==> src/rtl/vga_pattern_gen.sv <==
// vga_pattern_gen
// Video test-pattern generator placed between the VGA timing generator and the
// TMDS/RGB output stage. Produces one RGB565 pixel per clock, one cycle after
// the coordinates arrive.
// Patterns: 0 vertical colour bars, 1 horizontal colour bars, 2 checkerboard,
// 3 bouncing box. The pattern is latched at frame start; the box moves once per
// frame end regardless of the selected pattern.
// Ports:
//   sys_clk_i    pixel clock
//   rst_i        asynchronous active-high reset
//   mode_i       pattern select
//   pix_de_i     active-video qualifier
//   pix_x_i      pixel x coordinate (12 bits)
//   pix_y_i      pixel y coordinate (12 bits)
//   pix_data_o   registered RGB565 pixel
//   pix_de_o     pix_de_i delayed one cycle
//   frame_cnt_o  completed-frame counter (wraps)
module vga_pattern_gen #(
    parameter int H_VALID     = 1920,
    parameter int V_VALID     = 1080,
    parameter int CHECK_SHIFT = 6,
    parameter int BOX_SIZE    = 64,
    parameter int STEP        = 4
) (
    input  logic        sys_clk_i,
    input  logic        rst_i,
    input  logic [1:0]  mode_i,
    input  logic        pix_de_i,
    input  logic [11:0] pix_x_i,
    input  logic [11:0] pix_y_i,
    output logic [15:0] pix_data_o,
    output logic        pix_de_o,
    output logic [15:0] frame_cnt_o
);

    localparam logic [15:0] C_RED    = 16'hF800;
    localparam logic [15:0] C_ORANGE = 16'hFC00;
    localparam logic [15:0] C_YELLOW = 16'hFFE0;
    localparam logic [15:0] C_GREEN  = 16'h07E0;
    localparam logic [15:0] C_CYAN   = 16'h07FF;
    localparam logic [15:0] C_BLUE   = 16'h001F;
    localparam logic [15:0] C_PURPLE = 16'hF81F;
    localparam logic [15:0] C_BLACK  = 16'h0000;
    localparam logic [15:0] C_WHITE  = 16'hFFFF;
    localparam logic [15:0] C_GRAY   = 16'hD69A;

    localparam logic [11:0] H_LAST = 12'(H_VALID - 32'sd1);
    localparam logic [11:0] V_LAST = 12'(V_VALID - 32'sd1);
    localparam logic [12:0] H_END  = 13'(H_VALID);
    localparam logic [12:0] V_END  = 13'(V_VALID);
    localparam logic [11:0] H_BAR  = 12'(H_VALID / 32'sd10);
    localparam logic [11:0] V_BAR  = 12'(V_VALID / 32'sd10);
    localparam logic [12:0] X_LIM  = 13'(H_VALID - BOX_SIZE);
    localparam logic [12:0] Y_LIM  = 13'(V_VALID - BOX_SIZE);
    localparam logic [12:0] STEP_W = 13'(STEP);
    localparam logic [12:0] BOX_W  = 13'(BOX_SIZE);

    // Bar number = count of bar boundaries at or below pos; saturates at 9,
    // so the remainder pixels at the far edge fall into the last bar.
    function automatic logic [3:0] bar_index(input logic [11:0] pos, input logic [11:0] width);
        logic [3:0]  idx;
        logic [16:0] thr;
        idx = 4'd0;
        for (int k = 32'sd1; k <= 32'sd9; k++) begin
            thr = 17'(k) * {5'b0_0000, width};
            if ({5'b0_0000, pos} >= thr) begin
                idx = idx + 4'd1;
            end else begin
                idx = idx;
            end
        end
        return idx;
    endfunction

    function automatic logic [15:0] bar_colour(input logic [3:0] idx);
        logic [15:0] c;
        case (idx)
            4'd0:    c = C_RED;
            4'd1:    c = C_ORANGE;
            4'd2:    c = C_YELLOW;
            4'd3:    c = C_GREEN;
            4'd4:    c = C_CYAN;
            4'd5:    c = C_BLUE;
            4'd6:    c = C_PURPLE;
            4'd7:    c = C_BLACK;
            4'd8:    c = C_WHITE;
            default: c = C_GRAY;
        endcase
        return c;
    endfunction

    // Returns {dir, pos} after one frame of motion, clamping at 0 and lim.
    function automatic logic [12:0] bounce(input logic [11:0] pos, input logic dir, input logic [12:0] lim);
        logic [12:0] res;
        if (dir) begin
            if ({1'b0, pos} + STEP_W >= lim) begin
                res = {1'b0, lim[11:0]};
            end else begin
                res = {1'b1, pos + STEP_W[11:0]};
            end
        end else begin
            if ({1'b0, pos} <= STEP_W) begin
                res = {1'b1, 12'd0};
            end else begin
                res = {1'b0, pos - STEP_W[11:0]};
            end
        end
        return res;
    endfunction

    logic [1:0]  mode_r;
    logic [11:0] box_x_r;
    logic [11:0] box_y_r;
    logic        dx_r;
    logic        dy_r;
    logic [15:0] frame_cnt_r;
    logic [15:0] pix_data_r;
    logic        pix_de_r;

    logic        fs_s;
    logic        fe_s;
    logic [1:0]  eff_mode_s;
    logic        in_range_s;
    logic        in_box_s;
    logic [12:0] next_x_s;
    logic [12:0] next_y_s;
    logic [15:0] colour_s;
    logic [15:0] pix_next_s;

    assign fs_s = pix_de_i && (pix_x_i == 12'd0) && (pix_y_i == 12'd0);
    assign fe_s = pix_de_i && (pix_x_i == H_LAST) && (pix_y_i == V_LAST);

    // The frame-start pixel already uses the newly requested mode.
    assign eff_mode_s = fs_s ? mode_i : mode_r;

    assign in_range_s = pix_de_i && ({1'b0, pix_x_i} < H_END) && ({1'b0, pix_y_i} < V_END);

    // Bounds in 13 bits so box_x + BOX_SIZE cannot wrap.
    assign in_box_s = ({1'b0, pix_x_i} >= {1'b0, box_x_r}) &&
                      ({1'b0, pix_x_i} <  {1'b0, box_x_r} + BOX_W) &&
                      ({1'b0, pix_y_i} >= {1'b0, box_y_r}) &&
                      ({1'b0, pix_y_i} <  {1'b0, box_y_r} + BOX_W);

    assign next_x_s = bounce(box_x_r, dx_r, X_LIM);
    assign next_y_s = bounce(box_y_r, dy_r, Y_LIM);

    // Pattern colour selection and blanking outside active video.
    always_comb begin
        colour_s   = C_BLACK;
        pix_next_s = C_BLACK;
        case (eff_mode_s)
            2'd0:    colour_s = bar_colour(bar_index(pix_x_i, H_BAR));
            2'd1:    colour_s = bar_colour(bar_index(pix_y_i, V_BAR));
            2'd2:    colour_s = (pix_x_i[CHECK_SHIFT] ^ pix_y_i[CHECK_SHIFT]) ? C_WHITE : C_BLACK;
            2'd3:    colour_s = in_box_s ? C_WHITE : C_BLUE;
            default: colour_s = C_BLACK;
        endcase
        if (in_range_s) begin
            pix_next_s = colour_s;
        end else begin
            pix_next_s = C_BLACK;
        end
    end

    // Output pipeline register: one cycle of latency for pixel and qualifier.
    always_ff @(posedge sys_clk_i or posedge rst_i) begin
        if (rst_i) begin
            pix_data_r <= 16'h0000;
            pix_de_r   <= 1'b0;
        end else begin
            pix_data_r <= pix_next_s;
            pix_de_r   <= pix_de_i;
        end
    end

    // Pattern mode is captured only at frame start.
    always_ff @(posedge sys_clk_i or posedge rst_i) begin
        if (rst_i) begin
            mode_r <= 2'd0;
        end else if (fs_s) begin
            mode_r <= mode_i;
        end
    end

    // Box motion and frame counting, advanced once per frame end in every mode.
    always_ff @(posedge sys_clk_i or posedge rst_i) begin
        if (rst_i) begin
            box_x_r     <= 12'd0;
            box_y_r     <= 12'd0;
            dx_r        <= 1'b1;
            dy_r        <= 1'b1;
            frame_cnt_r <= 16'd0;
        end else if (fe_s) begin
            dx_r        <= next_x_s[12];
            box_x_r     <= next_x_s[11:0];
            dy_r        <= next_y_s[12];
            box_y_r     <= next_y_s[11:0];
            frame_cnt_r <= frame_cnt_r + 16'd1;
        end
    end

    assign pix_data_o  = pix_data_r;
    assign pix_de_o    = pix_de_r;
    assign frame_cnt_o = frame_cnt_r;

endmodule

==> config.mk <==
export PLATFORM = sky130hd
export DESIGN_NAME = vga_pattern_gen
export DESIGN_NICKNAME = d
export VERILOG_FILES = /design/src/rtl/vga_pattern_gen.sv
export SDC_FILE = /design/constraint.sdc
export NUM_CORES = 1
export LEC_CHECK = 0
export BUFFER_PORTS_ARGS = -buffer_cell sky130_fd_sc_hd__clkbuf_2
export CAP_MARGIN = 20
export CORE_MARGIN = 2
export CORE_UTILIZATION = 30
export CTS_BUF_LIST = sky130_fd_sc_hd__clkbuf_4
export CTS_CLUSTER_SIZE = 40
export DETAILED_ROUTE_END_ITERATION = 16
export MAX_ROUTING_LAYER = met4
export SETUP_SLACK_MARGIN = 0.3
export SYNTH_ARGS = -nofsm -noshare
export SYNTH_HDL_FRONTEND = slang
export SYNTH_SLANG_ARGS = --single-unit
==> constraint.sdc <==
create_clock -name sys_clk_i -period 4.72 [get_ports sys_clk_i]
set_input_delay 0.472 -clock sys_clk_i [delete_from_list [all_inputs] [get_ports sys_clk_i]]
set_output_delay 0.472 -clock sys_clk_i [all_outputs]
set_load 0.01 [all_outputs]
==> results.md <==
- Slew HR: between 50% and 60%
- Setup CP Type: input port to flop
- Core Footprint: 19600 sq um
- Final Core Density: about two fifths
- GRT Total Usage: 16.1%
- Cell taking the most area after synthesis: dfrtp_1
- Synth Flop Type: dfrtp_1
- Vias: 6076
- Failing checks: setup timing
- # rows: slightly above 50
- Crit end category: flop
- First-pass GRT wire length: ~28 mm
- Routed Antenna Nets: 0
- CP max stage cell: ha_1
- Fraction of layout cells with a size suffix above 1: 29.5%
- PD cells: roughly 220 nW/um^2
- Sequential cell area fraction in the yosys report: between 10% and 20%
- Initial antenna violation count: 1
- Worst Hold Class: input port to flop
- Layout Skew: ~0.027 ns
- Syn Area/Cell: around 8 sq um
- Final #Nets: around 980
- Dpl ws: -0.844 ns
- WP data required: slightly above 5 ns
- Placed cell area: 7170 sq um
- Synth top area share: 19.1%
- EDFF count, synth: 0
- Commonest cells post-synth: nand2_1, ha_1, nor2_1
- Yosys Warn Count: 0
- Largest net degree at the start of global routing: 49
- Largest cells by area after synthesis: dfrtp_1, ha_1, xnor2_1
- Design Area, Final: approximately 7700 sq um
- Final period util: 104%
- Leak: about 3.3 nW
- Area Overhead vs Synth: 27.8%
- Initial DRC Count: between 300 and 400
- Mapped Cells: 756
- Worst setup SP type: input port
- Gr ovfl total: 0
- H-tree Lvls: 2
- Max Root-Sink Buffers: 2
- I/O pin total: 62
- DP Wirelength: roughly 13 mm
- Arr. time, crit path: ~5.2 ns
- Num CTS Buffers: 5
- CTS tree: done
- Worst-margin pin slew: 0.745 ns
- RSZ-0062 raised after global routing: yes
- F_max: slightly above 200 MHz
- Fillers: roughly 2000
- Clock latency on the worst-skew pair: around 0.40 ns
- Mapped Area: just over 6000 sq um
- Clk root buf: clkbuf_4
- RD Place Congestion: around 0.90
- TritonRoute pass-1 iters: 4
- Hold Vio Cnt, Final: 0
- Clock Sinks: 48
- Setup violations, final: 7
- Outcome: finished, violations left
- Unique masters post-synth: 91
- Tmin final: between 4 and 5 ns
- Final non-filler cell total: 1152
- Critical Path Max Stage Delay: roughly 0.32 ns
- Final worst slack: -0.190 ns
- DR WL/cell: approximately 15 um
- Post-synthesis async set-or-reset flop share: between 90% and 100%
- Clk slew on worst S/H paths: between 0.15 and 0.2 ns
- PortBufs: between 60 and 70
- Syn nets: approximately 850
- Register area: between 1000 and 1500 sq um
- Starting density of the core: 30.8%
- Vias per inst: 5.27
- Crit path max fanout: 3
- Die width: approximately 150 um
- Cell with the most instances after synthesis: nand2_1
- Vias in the first global route: 5773
- Multi-input gate area: around 4800 sq um
- Flops & latches, synth: 48
- Final WL: between 15 and 20 mm
- Die height: ~150 um
- Peak supply drop: 0.0892 mV
- Pins Over Slew Limit: 0
- Max Cap Viol: 0
- Placed insts: roughly 1100
- # DRC: 0
- DIE AREA: ~21000 sq um
[per-stage QoR]
step | hold WS, ns | power, mW | setup TNS (ns)
2_1_floorplan | 0.503 | 0.960 | -3.79
3_3_place_gp | 0.456 | 1.21 | -4.83
3_5_place_dp | 0.468 | 1.22 | -5.55
4_1_cts | 0.214 | 1.64 | -0.793
5_1_grt | 0.205 | 1.81 | -2.92
6_report | 0.230 | 1.70 | -0.910
[kinds of logic (layout without fill, tap and decap cells)]
logic type | count (synthesis) | count (layout) | share of synthesized area (%)
DFF | 48 | 48 | 19.9
other | 0 | 1 | 0
buffers and inverters | 84 | 214 | 6.36
xor gates and xnor gates | 63 | 63 | 11.0
AOI/OAI and AO/OA | 214 | 214 | 23.8
and+or+nand+nor | 274 | 274 | 24.0
adders and majority gates | 62 | 62 | 12.9
muxes | 11 | 11 | 2.05
[state kept, by name, summed over array words and instances, names as in the netlist]
| register | cells |
|---|---|
| box_y_r | 10 |
| pix_de_o | 1 |
| mode_r | 2 |
| frame_cnt_o | 16 |
| dx_r | 1 |
| pix_data_o | 7 |
| dy_r | 1 |
| box_x_r | 10 |
[path summary, 6_finish.rpt]
check | from | endpoint | slack, ns | cells after the start
min | pix_de_i | pix_de_o$_DFF_PP0_ | 0.23 | 1
min in group asynchronous | rst_i | frame_cnt_o[10]$_DFFE_PP0P_ | 0.53 | 3
max in group asynchronous | rst_i | dy_r$_DFFE_PP1P_ | 3.59 | 4
max reg2reg | box_y_r[6]$_DFFE_PP0P_ | pix_data_o[8]$_DFF_PP0_ | 1.07 | 13
min reg2reg | frame_cnt_o[15]$_DFFE_PP0P_ | frame_cnt_o[15]$_DFFE_PP0P_ | 0.48 | 1
max | pix_x_i[11] | pix_data_o[13]$_DFF_PP0_ | -0.19 | 29
[worst max-delay path, delay by kind of cell]
family / cells / cell delay [ns]
fa+ha+maj: 7 / 1.79
compound gates: 9 / 1.16
simple gates: 6 / 0.85
xor+xnor: 3 / 0.58
buf+inv: 4 / 0.38
[cell type report]
class	count	area share [%]
Sequential cell	48	15.6
Tap cell	265	4.30
Clock buffer	5	0.487
Antenna cell	1	0.0324
Inverter	45	2.22
Clock inverter	3	0.892
Timing Repair Buffer	161	14.6
Multi-Input combinational cell	624	61.8
[metal layers]
| metal | vias up | wire length, um | global-route usage, % |
|---|---|---|---|
| met5 | - | 0 | - |
| met4 | 0 | 125 | 2.94 |
| met3 | 9 | 589 | 1.72 |
| met2 | 120 | 8320 | 27.0 |
| met1 | 2937 | 8080 | 21.2 |
| li1 | 3010 | - | - |
[timing repair]
item | 4_1_cts | 5_1_grt
pin swaps | 31 | 23
hold buffers | 0 | 1
setup endpoints to repair | 7 | 7
buffers inserted | 15 | 5
hold endpoints to repair | 0 | 10
resized for setup | 30 | 31
[cells in the final DEF (no fill, tap or decap), types with 5 or more instances in the layout]
master and count:
nor2b_1 9, o211ai_1 13, nor3_1 20, buf_4 96, ha_4 8, dfrtp_1 46
o31ai_2 5, a211oi_1 9, o21ai_1 9, a31oi_1 9, xor2_1 12, clkbuf_2 56
o22ai_1 6, nor4_1 7, or3_1 8, mux2i_1 8, nand2_1 71, ha_1 53
and2_1 5, o21a_1 10, clkbuf_4 5, nand4_1 20, inv_2 10, inv_1 34
a21oi_2 7, a21o_1 7, o21ai_0 43, nor2_1 52, a21oi_1 40, o31ai_1 9
and3_1 9, nand3_1 23, xnor2_1 36, nand2b_1 8
[where the power goes]
| group | internal [mW] | switching [mW] |
|---|---|---|
| logic | 0.494 | 0.458 |
| clock network | 0.167 | 0.160 |
| registers | 0.416 | 0.00340 |
| total | 1.08 | 0.622 |
No activity file was read; power rests on OpenSTA's default activity.
